<file path="src/rtl/codec_cfg_sequencer_if.sv">
// codec_cfg_sequencer_if: I2C write-request handshake between the config sequencer and the I2C master
interface codec_cfg_sequencer_if;
  logic        i2c_start;
  logic [6:0]  i2c_dev;
  logic [15:0] i2c_addr;
  logic [7:0]  i2c_data;
  logic        i2c_busy;
  logic        i2c_done;
  logic        i2c_nack;
  modport master (output i2c_start, i2c_dev, i2c_addr, i2c_data, input i2c_busy, i2c_done, i2c_nack);
  modport slave (input i2c_start, i2c_dev, i2c_addr, i2c_data, output i2c_busy, i2c_done, i2c_nack);
endinterface

</file>
<file path="src/rtl/codec_cfg_sequencer.sv">
// codec_cfg_sequencer: walks a register table after power-up and writes each entry over I2C; CODEC_CFG_RETRY_EN enables NACK retries
module codec_cfg_sequencer #(
  parameter int         NUM_REGS = 16,
  parameter logic [6:0] DEV_ADDR = 7'h3B,
  parameter int         PWR_WAIT = 1024,
  parameter int         TIMEOUT  = 65535
) (
  input  logic                  clk,
  input  logic                  reset,
  input  logic                  cfg_start,
  output logic [7:0]            tbl_idx,
  input  logic [23:0]           tbl_entry,
  codec_cfg_sequencer_if.master i2c,
  output logic                  busy,
  output logic                  cfg_done,
  output logic                  error,
  output logic [1:0]            retry_cnt
);
  typedef enum logic [2:0] {WAIT_PWR, FETCH, ISSUE, WAIT_DONE, NEXT, DONE, ERROR} state_t;
  state_t      state, state_n;
  logic [7:0]  idx_n;
  logic [1:0]  retry_q, retry_n;
  logic [31:0] pwr_cnt, pwr_n, to_cnt, to_n;
  logic [15:0] addr_q, addr_n;
  logic [7:0]  data_q, data_n;
  logic        ph, ph_n;
  // next-state and datapath updates; timeout is tested before i2c_done so it wins a tie
  always_comb begin
    state_n = state;
    idx_n = tbl_idx;
    retry_n = retry_q;
    pwr_n = pwr_cnt;
    to_n = to_cnt;
    addr_n = addr_q;
    data_n = data_q;
    ph_n = ph;
    case (state)
      WAIT_PWR:
        if (pwr_cnt == 32'(PWR_WAIT - 1)) begin
          state_n = FETCH;
          pwr_n = '0;
          ph_n = 1'b0;
        end else pwr_n = pwr_cnt + 32'd1;
      FETCH:
        if (ph) begin
          {addr_n, data_n} = tbl_entry;
          ph_n = 1'b0;
          state_n = ISSUE;
        end else ph_n = 1'b1;
      ISSUE:
        if (!i2c.i2c_busy) begin
          to_n = '0;
          state_n = WAIT_DONE;
        end
      WAIT_DONE:
        if (to_cnt == 32'(TIMEOUT - 1)) state_n = ERROR;
        else if (i2c.i2c_done && !i2c.i2c_nack) state_n = NEXT;
`ifdef CODEC_CFG_RETRY_EN
        else if (i2c.i2c_done) begin
          state_n = retry_q == 2'd3 ? ERROR : ISSUE;
          retry_n = retry_q == 2'd3 ? retry_q : retry_q + 2'd1;
        end
`else
        else if (i2c.i2c_done) state_n = ERROR;
`endif
        else to_n = to_cnt + 32'd1;
      NEXT: begin
        retry_n = '0;
        state_n = tbl_idx == 8'(NUM_REGS - 1) ? DONE : FETCH;
        idx_n = tbl_idx == 8'(NUM_REGS - 1) ? tbl_idx : tbl_idx + 8'd1;
      end
      default:
        if (cfg_start) begin
          state_n = WAIT_PWR;
          idx_n = '0;
          retry_n = '0;
          pwr_n = '0;
        end
    endcase
  end
  // state and datapath registers
  always_ff @(posedge clk) begin
    if (reset) begin
      state <= WAIT_PWR;
      tbl_idx <= '0;
      retry_q <= '0;
      pwr_cnt <= '0;
      to_cnt <= '0;
      addr_q <= '0;
      data_q <= '0;
      ph <= 1'b0;
    end else begin
      state <= state_n;
      tbl_idx <= idx_n;
      retry_q <= retry_n;
      pwr_cnt <= pwr_n;
      to_cnt <= to_n;
      addr_q <= addr_n;
      data_q <= data_n;
      ph <= ph_n;
    end
  end
  assign i2c.i2c_start = !reset && state == ISSUE && !i2c.i2c_busy;
  assign i2c.i2c_dev = DEV_ADDR;
  assign i2c.i2c_addr = reset ? '0 : addr_q;
  assign i2c.i2c_data = reset ? '0 : data_q;
  assign busy = reset || !(state == DONE || state == ERROR);
  assign cfg_done = !reset && state == DONE;
  assign error = !reset && state == ERROR;
  assign retry_cnt = reset ? '0 : retry_q;
endmodule

</file>
<file path="src/flat_wrapper.sv">
// flat-port wrapper written by rule: the top's interface ports become plain ports
module codec_cfg_sequencer_flat 
#(
  parameter int         NUM_REGS = 16,
  parameter logic [6:0] DEV_ADDR = 7'h3B,
  parameter int         PWR_WAIT = 1024,
  parameter int         TIMEOUT  = 65535
)
  (clk, reset, cfg_start, tbl_idx, tbl_entry, busy, cfg_done, error, retry_cnt, i2c_i2c_start, i2c_i2c_dev, i2c_i2c_addr, i2c_i2c_data, i2c_i2c_busy, i2c_i2c_done, i2c_i2c_nack);
  codec_cfg_sequencer_if i2c_i ();
  input  logic clk;
  input  logic reset;
  input  logic cfg_start;
  output logic [7:0] tbl_idx;
  input  logic [23:0] tbl_entry;
  output logic busy;
  output logic cfg_done;
  output logic error;
  output logic [1:0] retry_cnt;
  output wire logic [$bits(i2c_i.i2c_start)-1:0] i2c_i2c_start;
  output wire logic [$bits(i2c_i.i2c_dev)-1:0] i2c_i2c_dev;
  output wire logic [$bits(i2c_i.i2c_addr)-1:0] i2c_i2c_addr;
  output wire logic [$bits(i2c_i.i2c_data)-1:0] i2c_i2c_data;
  input wire logic [$bits(i2c_i.i2c_busy)-1:0] i2c_i2c_busy;
  input wire logic [$bits(i2c_i.i2c_done)-1:0] i2c_i2c_done;
  input wire logic [$bits(i2c_i.i2c_nack)-1:0] i2c_i2c_nack;
  assign i2c_i2c_start = i2c_i.i2c_start;
  assign i2c_i2c_dev = i2c_i.i2c_dev;
  assign i2c_i2c_addr = i2c_i.i2c_addr;
  assign i2c_i2c_data = i2c_i.i2c_data;
  assign i2c_i.i2c_busy = i2c_i2c_busy;
  assign i2c_i.i2c_done = i2c_i2c_done;
  assign i2c_i.i2c_nack = i2c_i2c_nack;
  codec_cfg_sequencer #(.NUM_REGS(NUM_REGS), .DEV_ADDR(DEV_ADDR), .PWR_WAIT(PWR_WAIT), .TIMEOUT(TIMEOUT)) u_core (.clk(clk), .reset(reset), .cfg_start(cfg_start), .tbl_idx(tbl_idx), .tbl_entry(tbl_entry), .i2c(i2c_i), .busy(busy), .cfg_done(cfg_done), .error(error), .retry_cnt(retry_cnt));
endmodule
</file>
<file path="config.mk">
export PLATFORM = sky130hd
export DESIGN_NAME = codec_cfg_sequencer_flat
export DESIGN_NICKNAME = d
export VERILOG_FILES = /design/src/rtl/codec_cfg_sequencer_if.sv /design/src/rtl/codec_cfg_sequencer.sv /design/src/flat_wrapper.sv
export SDC_FILE = /design/constraint.sdc
export NUM_CORES = 1
export LEC_CHECK = 0
export ABC_AREA = 1
export CORE_ASPECT_RATIO = 0.75
export CORE_MARGIN = 4
export CORE_UTILIZATION = 55
export CTS_BUF_LIST = sky130_fd_sc_hd__clkbuf_4
export CTS_CLUSTER_DIAMETER = 60
export DETAILED_ROUTE_END_ITERATION = 7
export GPL_ROUTABILITY_DRIVEN = 0
export PLACE_DENSITY = 0.86
export SYNTH_ARGS = -nofsm -noshare
export SYNTH_HDL_FRONTEND = slang
export SYNTH_SLANG_ARGS = --single-unit
export TNS_END_PERCENT = 50
</file>
<file path="constraint.sdc">
create_clock -name clk -period 2 [get_ports clk]
set_input_delay 0.3 -clock clk [delete_from_list [all_inputs] [get_ports clk]]
set_output_delay 0.3 -clock clk [all_outputs]
set_load 0.005 [all_outputs]
</file>
==> results of run 1 <==
-- layer usage --
metal  track usage [%]  wire (µm)  share of wire, %  vias up
met3              8.27       1720                11       20
met5                 0          0                 0        -
met2              34.9       6340                41      296
li1                  -          -                 -     3232
met1              34.9       7220                47     2843
met4              4.07        155               1.0        0
-- power by group through the flow --
stage	clock network, mW	logic, mW	registers [mW]
2_1_floorplan	0	0.870	2.24
3_3_place_gp	0	1.21	2.26
3_5_place_dp	0	1.24	2.27
4_1_cts	1.08	1.26	2.23
5_1_grt	1.16	1.46	2.26
6_report	1.05	1.32	2.24
-- critical path, stage by stage, from the launching register on --
cell and delay [ns]:
dfxtp_4 0.38, inv_1 0.05, nor2_2 0.14, inv_2 0.09, nor3_4 0.17, nor2_1 0.08, dlygate4sd2_1 0.27
-- synthesized netlist by cell type, drive strengths merged --
| master | count | area [µm²] |
|---|---|---|
| a21oi | 69 | 417 |
| conb | 2 | 7.51 |
| xor2 | 13 | 114 |
| o21bai | 3 | 22.5 |
| nor2 | 176 | 683 |
| o21ai | 36 | 184 |
| dfxtp | 100 | 2000 |
| nand2 | 245 | 960 |
| nand3b | 5 | 37.5 |
| inv | 128 | 480 |
| ha | 4 | 50.1 |
| a31oi | 1 | 6.26 |
| and3 | 2 | 12.5 |
| nand4 | 21 | 131 |
| o21a | 1 | 7.51 |
| o211a | 1 | 10.0 |
| buf | 28 | 185 |
| a21o | 1 | 7.51 |
| clkbuf | 13 | 48.8 |
| nand3 | 86 | 440 |
| xnor2 | 4 | 35.0 |
| a211oi | 1 | 7.51 |
| or2 | 3 | 18.8 |
| nor3 | 33 | 165 |
| nor3b | 9 | 67.6 |
-- cells by family after synthesis --
kind of cell	share of synthesized area, %
compound gates	10.8
xor+xnor	2.44
fa+ha+maj	0.820
buf+inv	11.7
flops	32.8
other cells	0.123
simple gates	41.2
-- timing repair --
action	4_1_cts	5_1_grt
setup endpoints to repair	4	29
pin swaps	3	2
hold buffers	0	0
buffers inserted	1	0
gates cloned	0	0
resized for setup	13	16
-- flip-flops by register name, indices dropped and copies added, names as in the netlist --
signal / flops
u_core.tbl_idx: 8
u_core.to_cnt: 32
u_core.data_q: 8
u_core.pwr_cnt: 32
u_core.addr_q: 16
u_core.state: 3
u_core.ph: 1
-- cells in the final DEF (no fill, tap or decap), types with 2 or more instances in the layout --
| cell | instances |
|---|---|
| inv_1 | 122 |
| nand2_1 | 233 |
| ha_1 | 4 |
| a21oi_1 | 50 |
| nand3b_1 | 5 |
| nand3_1 | 83 |
| buf_4 | 21 |
| or2_0 | 2 |
| xor2_1 | 13 |
| conb_1 | 9 |
| inv_2 | 6 |
| nand2_2 | 9 |
| nor2_1 | 165 |
| inv_8 | 3 |
| dfxtp_2 | 4 |
| clkdlybuf4s50_1 | 60 |
| a21oi_2 | 19 |
| o21ai_0 | 35 |
| dfxtp_1 | 95 |
| nor3b_1 | 8 |
| nor3_1 | 31 |
| dlygate4sd2_1 | 3 |
| buf_12 | 4 |
| inv_6 | 3 |
| nor2_2 | 9 |
| nand4_1 | 21 |
| clkbuf_4 | 9 |
| o21bai_1 | 3 |
| xnor2_1 | 4 |
| nand3_2 | 2 |
| nor2_4 | 2 |
| nand2_4 | 2 |
| and3_1 | 2 |
| nor3_4 | 2 |
-- how the worst max path moves through the flow --
stage | end | slack [ns] | cells after the start
3_5_place_dp | u_core.pwr_cnt[12] | 0.09 | 8
2_1_floorplan | u_core.to_cnt[26] | 0.32 | 11
3_3_place_gp | u_core.pwr_cnt[12] | 0.16 | 11
5_1_grt | busy | -0.04 | 6
6_report | busy | 0.07 | 6
4_1_cts | error | -0.17 | 5
-- layout make-up --
class / count / area (µm²)
Tap cell: 140 / 175
Inverter: 128 / 480
Clock buffer: 9 / 67.6
Fill cell: 979 / 3730
Sequential cell: 100 / 2010
Multi-Input combinational cell: 723 / 3480
Antenna cell: 1 / 2.50
Clock inverter: 7 / 63.8
Timing Repair Buffer: 91 / 893
==> impl_metrics.env, run 1 <==
export IMPL_fp_row_count=33
export IMPL_grt_first_pass_wirelength_um=25700
export IMPL_fin_worst_skew_ns=0.0281
export IMPL_routedWlPerCell_um=12.9
export IMPL_crit_required_ns=1.70
export IMPL_hp_class="in2reg"
export IMPL_syn2layout_area_growth_pct=17.6
export IMPL_dieWidth_um=130
export IMPL_ff2ff_path_depth=8
export IMPL_drc=0
export IMPL_synthDistinctLibCells=38
export IMPL_rsz0062_at_grt="yes"
export IMPL_grt_usage_pct=24.0
export IMPL_netlist_area_um2=6100
export IMPL_min_period_ns=1.93
export IMPL_clk_latency_ns=0.47
export IMPL_crit_type="reg2out"
export IMPL_clk_pin_slew_ns=0.17
export IMPL_hold_path_startpoint="reset"
export IMPL_numPortBuffers=65
export IMPL_die_y_um=99.2
export IMPL_layout_cells_non_filler=1199
export IMPL_yosys_warnings=0
export IMPL_vias=6391
export IMPL_tns_ns=0
export IMPL_p_int_mw=2.89
export IMPL_dpl_hpwl_um=11400
export IMPL_finalHoldViolCount=0
export IMPL_fin_crit_sh_pct=96.6
export IMPL_synth_avg_cell_area_um2=6.19
export IMPL_p_leak_nw=2.67
export IMPL_outcome="complete, no violations"
export IMPL_p_total_mw=4.61
export IMPL_final_area_um2=7170
export IMPL_grt_max_degree=57
export IMPL_dr_pass1_iters=5
export IMPL_cts_sinks=100
export IMPL_drive_gt1_share_pct=9.74
export IMPL_power_frac_seq_pct=48.6
export IMPL_clockBufferDepth=2
export IMPL_cts_inserted_buffers=9
export IMPL_fin_ws_ns=0.0673
export IMPL_synth_seq_cells=100
export IMPL_arrival_ns=1.63
export IMPL_start_util_pct=56.0
export IMPL_fmax_mhz=517
export IMPL_setup_violations=0
export IMPL_finalNetCount=1087
export IMPL_holdWs_ns=0.183
export IMPL_hold_path_end="u_core.state[2]"
export IMPL_power_density_nw_per_um2=642
export IMPL_ioPinCount=75
export IMPL_ys_seq_area_share_pct=32.8
export IMPL_worstHoldPathCells=4
export IMPL_p_sw_share_pct=37.3
export IMPL_finalMaxSlewViolations=0
export IMPL_critPathCaptureType="output pin"
export IMPL_switching_power_mw=1.72
export IMPL_r2r_slack_ns=0.13
export IMPL_dpl_cell_count=1181
export IMPL_worstSetupStartpointType="register"
export IMPL_maxCapViolations=0
export IMPL_grt_pass1_vias=5539
export IMPL_core_area_um2=10900
export IMPL_post_route_util_pct=65.8
export IMPL_pwr_share_clk_pct=22.8
export IMPL_h_tree_depth=3
export IMPL_vdd_drop_max_mv=0.410
export IMPL_die_area_um2=12900
export IMPL_placed_cell_area_um2=6950
export IMPL_detail_route_antenna_nets=0
export IMPL_synthCells=985
export IMPL_crit_path_start="u_core.state[2]"
export IMPL_finalWirelength_um=15400
export IMPL_cts_tree="done"
export IMPL_vias_per_cell=5.33
export IMPL_pre_cts_ws_ns=0.0892
export IMPL_r2r_end="u_core.pwr_cnt[26]"
export IMPL_r2r_start="u_core.pwr_cnt[0]"
export IMPL_combPwrFrac_pct=28.6
export IMPL_drtIter0Drc=564
export IMPL_antenna_found_initial=1
export IMPL_cp_max_fo=2
export IMPL_root_buffer="clkbuf_4"
export IMPL_gr_total_overflow=0
Note: power is estimated with default switching activity, not from simulation.
==> run 2: changes to the inputs <==
Settings changed: CORE_UTILIZATION 55 to 53, PLACE_DENSITY 0.86 to 0.87.
Clock period 2 ns to 1.75 ns, I/O delays scaled along.
==> run 2 against run 1 <==
Net effect: the flow now finishes with violations (negative setup slack); power rose by 24%; count of clock-buffer cells in the layout did not move; routed wire length grew 9.5%; global-route usage is 0.30 points higher; critical path type unchanged; critical endpoint unchanged; largest cell class unchanged; largest power group unchanged.
==> impl_metrics.env, run 2 (synthesized netlist as in run 1, its figures left out) <==
export IMPL_outcome="finished, violations left"
export IMPL_violations="negative setup slack"
export IMPL_dieWidth_um=132
export IMPL_setup_violations=1
export IMPL_combPwrFrac_pct=33.2
export IMPL_fillerInstances=857
export IMPL_switching_power_mw=2.07
export IMPL_grt_pass1_vias=5940
export IMPL_vdd_drop_max_mv=0.484
export IMPL_core_area_um2=11100
export IMPL_rsz0062_at_grt="yes"
export IMPL_p_sw_share_pct=36.2
export IMPL_finalMaxSlewViolations=0
export IMPL_finalNetCount=1141
export IMPL_reg_top3="u_core.pwr_cnt: 32 flops, u_core.to_cnt: 32 flops, u_core.addr_q: 16 flops"
export IMPL_finalWirelength_um=16900
export IMPL_grt_busiest_layer="met2"
export IMPL_min_period_ns=1.85
export IMPL_worstSetupStartpointType="register"
export IMPL_power_frac_seq_pct=44.3
export IMPL_crit_type="reg2out"
export IMPL_routedWlPerCell_um=13.5
export IMPL_grt_usage_pct=24.3
export IMPL_cp_max_fo=2
export IMPL_grtUsageMet1_pct=32.3
export IMPL_holdBufCountCts=0
export IMPL_ioPinCount=75
export IMPL_vias=6705
export IMPL_seq_area_um2=2040
export IMPL_n_antenna_cell=0
export IMPL_clk_latency_ns=0.48
export IMPL_die_area_um2=13300
export IMPL_vias_per_cell=5.36
export IMPL_cts_tree="done"
export IMPL_holdWs_ns=0.0865
export IMPL_clk_pin_slew_ns=0.16
export IMPL_drc=0
export IMPL_mostFrequentLayoutCell="nand2_1"
export IMPL_power_density_nw_per_um2=727
export IMPL_finalHoldViolCount=0
export IMPL_fp_row_count=33
export IMPL_placed_cell_area_um2=7290
export IMPL_h_tree_depth=3
export IMPL_grt_first_pass_wirelength_um=27000
export IMPL_met2_usage_pct=37.9
export IMPL_slowest_delay_ns=0.37
export IMPL_antenna_found_initial=0
export IMPL_post_route_util_pct=70.9
export IMPL_dpl_hpwl_um=12000
export IMPL_final_area_um2=7880
export IMPL_syn2layout_area_growth_pct=29.1
export IMPL_fin_crit_sh_pct=106
export IMPL_pwr_share_clk_pct=22.5
export IMPL_grt_max_degree=49
export IMPL_pre_cts_ws_ns=-0.0548
export IMPL_clockBufferDepth=2
export IMPL_path_cells="inv_2 > nor2_4 > inv_2 > nor3_2 > buf_4 > buf_6 > nor2_4 > buf_2"
export IMPL_fin_worst_skew_ns=0.0162
export IMPL_p_int_mw=3.65
export IMPL_cts_sinks=100
export IMPL_drive_gt1_share_pct=20.1
export IMPL_drtIter0Drc=614
export IMPL_hp_class="in2reg"
export IMPL_root_buffer="clkbuf_4"
export IMPL_multi_input_area_um2=3670
export IMPL_critPathSlowestCell="dfxtp_2"
export IMPL_layout_common_cells="227 x nand2_1, 145 x nor2_1, 120 x inv_1, 79 x nand3_1, 74 x dfxtp_1"
export IMPL_arrival_ns=1.58
export IMPL_die_y_um=101
export IMPL_crit_required_ns=1.49
export IMPL_start_util_pct=54.9
export IMPL_fin_ws_ns=-0.0972
export IMPL_cts_inserted_buffers=9
export IMPL_critPathCaptureType="output pin"
export IMPL_grtUsageMet3_pct=9.33
export IMPL_p_total_mw=5.72
export IMPL_gr_total_overflow=0
export IMPL_maxCapViolations=0
export IMPL_p_leak_nw=3.32
export IMPL_numPortBuffers=65
export IMPL_dr_pass1_iters=6
export IMPL_fmax_mhz=541
export IMPL_detail_route_antenna_nets=0
==> run 2: cell count changes in the layout (fill, tap and decap cells not counted), moves of 13 or more <==
cell	delta
dlymetal6s2s_1	+16
dfxtp_1	-21
nor2_1	-20
clkdlybuf4s50_1	-25
dfxtp_2	+18
nor2_2	+13
buf_4	+49
==> run 2: path summary, 6_finish.rpt <==
kind,startpoint,to,slack [ns],cells past startpoint
max,u_core.state[2],busy,-0.1,8
min,reset,u_core.state[2],0.09,4
max reg2reg,u_core.to_cnt[0],u_core.to_cnt[31],0.02,14
min reg2reg,u_core.addr_q[2],u_core.addr_q[2],0.46,2
==> run 2: metal layers <==
layer,up-vias,routed length [µm]
li1,3348,-
met1,2961,7370
met2,345,7270
met3,51,1930
met4,0,333
met5,-,0
==> run 2: timing repair <==
| item | in CTS | in global routing |
|---|---|---|
| gates resized for setup | 43 | 102 |
| setup buffers | 2 | 4 |
| setup endpoints to repair | 47 | 93 |
| pin swaps | 3 | 8 |
| gates cloned | 0 | 3 |
==> run 2: worst max-delay path, delay by kind of cell (launching register included) <==
| family | cells | cell delay [ns] |
|---|---|---|
| flip-flops | 1 | 0.37 |
| buffers and inverters | 5 | 0.47 |
| AND/OR/NAND/NOR | 3 | 0.27 |
==> run 2: cell type report <==
type / instances / area share (%)
clock buffer: 9 / 0.858
clock inverter: 7 / 0.953
inverter: 128 / 6.13
multi-input combinational: 723 / 46.6
sequential: 100 / 26.0
tap: 140 / 2.22
timing repair buffer: 145 / 17.2
==> run 2: power by group through the flow <==
stage / clock [mW] / sequential, mW / combinational (mW)
6_report: 1.29 / 2.53 / 1.90
5_1_grt: 1.40 / 2.55 / 2.06
4_1_cts: 1.30 / 2.52 / 1.64
3_5_place_dp: 0 / 2.56 / 1.60
3_3_place_gp: 0 / 2.56 / 1.58
2_1_floorplan: 0 / 2.56 / 0.994
==> run 2: metrics by stage <==
| stage | TNS (ns) | std cells |
|---|---|---|
| 2_1_floorplan | 0 | 992 |
| 3_3_place_gp | 0 | 1228 |
| 3_5_place_dp | -0.346 | 1228 |
| 4_1_cts | -0.259 | 1246 |
| 5_1_grt | -1.30 | 1252 |
| 6_report | -0.0972 | 1252 |
==> run 3: changes to the inputs <==
Settings changed: CORE_UTILIZATION 53 to 55, PLACE_DENSITY 0.87 to 0.86.
Clock period 1.75 ns to 1.8 ns, I/O delays scaled along.
==> run 3 against run 2 <==
Net effect: the run now ends clean; non-clock buffer count is 12 lower; register-to-register slack better by 0.02 ns; utilization is 0.25 points lower; cell count is 0.96% lower; combinational power is 5% higher; final area is 2.2% lower; first-iteration DRC count is 15% higher; routed wire length is 2.9% higher.
==> impl_metrics.env, run 3 (synthesized netlist as in run 1, its figures left out) <==
export IMPL_hp_class="in2reg"
export IMPL_arrival_ns=1.51
export IMPL_grt_max_degree=49
export IMPL_critPathCaptureType="output pin"
export IMPL_root_buffer="clkbuf_4"
export IMPL_fillerInstances=891
export IMPL_outcome="complete, no violations"
export IMPL_dpl_hpwl_um=12000
export IMPL_finalWirelength_um=17400
export IMPL_crit_type="reg2out"
export IMPL_syn2layout_area_growth_pct=26.2
export IMPL_routedWlPerCell_um=14.0
export IMPL_drtIter0Drc=704
export IMPL_clk_latency_ns=0.51
export IMPL_dieWidth_um=130
export IMPL_min_period_ns=1.78
export IMPL_fin_ws_ns=0.0200
export IMPL_placed_cell_area_um2=7160
export IMPL_clockBufferDepth=2
export IMPL_die_area_um2=12900
export IMPL_holdBufCountCts=0
export IMPL_final_area_um2=7700
export IMPL_finalMaxSlewViolations=0
export IMPL_vias=6744
export IMPL_antenna_found_initial=0
export IMPL_mostFrequentLayoutCell="nand2_1"
export IMPL_core_area_um2=10900
export IMPL_finalNetCount=1129
export IMPL_maxCapViolations=0
export IMPL_grt_usage_pct=25.6
export IMPL_detail_route_antenna_nets=0
export IMPL_post_route_util_pct=70.6
export IMPL_power_density_nw_per_um2=744
export IMPL_clk_pin_slew_ns=0.19
export IMPL_grt_first_pass_wirelength_um=27200
export IMPL_vdd_drop_max_mv=0.399
export IMPL_finalHoldViolCount=0
export IMPL_numPortBuffers=65
export IMPL_start_util_pct=56.0
export IMPL_reg_top3="u_core.pwr_cnt: 32 flops, u_core.to_cnt: 32 flops, u_core.addr_q: 16 flops"
export IMPL_crit_required_ns=1.53
export IMPL_dr_pass1_iters=6
export IMPL_h_tree_depth=3
export IMPL_gr_total_overflow=0
export IMPL_n_antenna_cell=0
export IMPL_tns_ns=0
export IMPL_cts_inserted_buffers=9
export IMPL_die_y_um=99.2
export IMPL_layout_common_cells="229 x nand2_1, 154 x nor2_1, 119 x inv_1, 82 x nand3_1, 81 x dfxtp_1"
export IMPL_cts_tree="done"
export IMPL_fmax_mhz=562
export IMPL_ioPinCount=75
export IMPL_drive_gt1_share_pct=17.3
export IMPL_worstSetupStartpointType="register"
export IMPL_cts_sinks=100
export IMPL_vias_per_cell=5.44
export IMPL_p_leak_nw=3.19
export IMPL_pre_cts_ws_ns=-0.0662
export IMPL_grt_pass1_vias=5980
export IMPL_fin_crit_sh_pct=98.9
export IMPL_cp_max_fo=2
export IMPL_drc=0
export IMPL_rsz0062_at_grt="yes"
export IMPL_setup_violations=0
export IMPL_fin_worst_skew_ns=0.0350
export IMPL_fp_row_count=33
[run 3: cell count changes in the layout (fill, tap and decap cells not counted), sizes merged, moves of 2 or more]
cell / change
buf: -11
dlygate4sd2: +4
dlymetal6s2s: -5
inv: +2
[run 3: cell type report]
type                            instances  area [µm²]  area share (%)
Timing Repair Buffer                  133        1250            16.2
Sequential cell                       100        2040            26.5
Inverter                              128         483            6.27
Tap cell                              140         175            2.27
Clock buffer                            9        67.6           0.877
Multi-Input combinational cell        723        3610            46.9
Clock inverter                          7        80.1            1.04
[run 3: what timing repair did]
item,in CTS,in global routing
gates cloned,0,2
endpoints found under the setup margin,38,93
setup buffers,1,10
pin swaps,4,11
gates resized for setup,49,68
[run 3: through the flow]
step                      power (mW)  hold WS [ns]  instances
after floorplan                 3.46         0.430        992
after global placement          3.99         0.439       1211
after detailed placement        4.04         0.443       1211
after CTS                       5.34        0.0556       1228
after global routing            6.00        0.0793       1240
final                           5.73         0.105       1240
[run 3: critical path, stage by stage, from the launching register on]
cell     delay (ns)
dfxtp_2        0.37
inv_2          0.05
nor2_4         0.12
inv_2          0.08
nor3_4         0.19
nor2_2         0.07
buf_2          0.13
[run 3: metal layers]
metal / up-vias / global-route usage, % / routed length (µm)
met5: - / 0 / 0
met4: 0 / 6.23 / 365
met3: 51 / 7.94 / 1960
met2: 334 / 39.0 / 7590
met1: 3037 / 35.6 / 7460
li1: 3322 / - / -
[run 3: final timing paths]
kind,slack [ns],depth (start not counted),endpoint,start
worst max-delay path,0.02,6,busy,u_core.state[2]
worst min-delay path,0.11,4,u_core.state[2],reset
worst max register to register,0.04,14,u_core.to_cnt[26],u_core.to_cnt[0]
worst min register to register,0.46,2,u_core.addr_q[15],u_core.addr_q[15]
[run 3: report_power, final]
part	internal (mW)	switching (mW)	leakage (nW)
logic	0.821	1.17	2.29
clock network	0.336	0.917	0.0765
registers	2.37	0.110	0.818
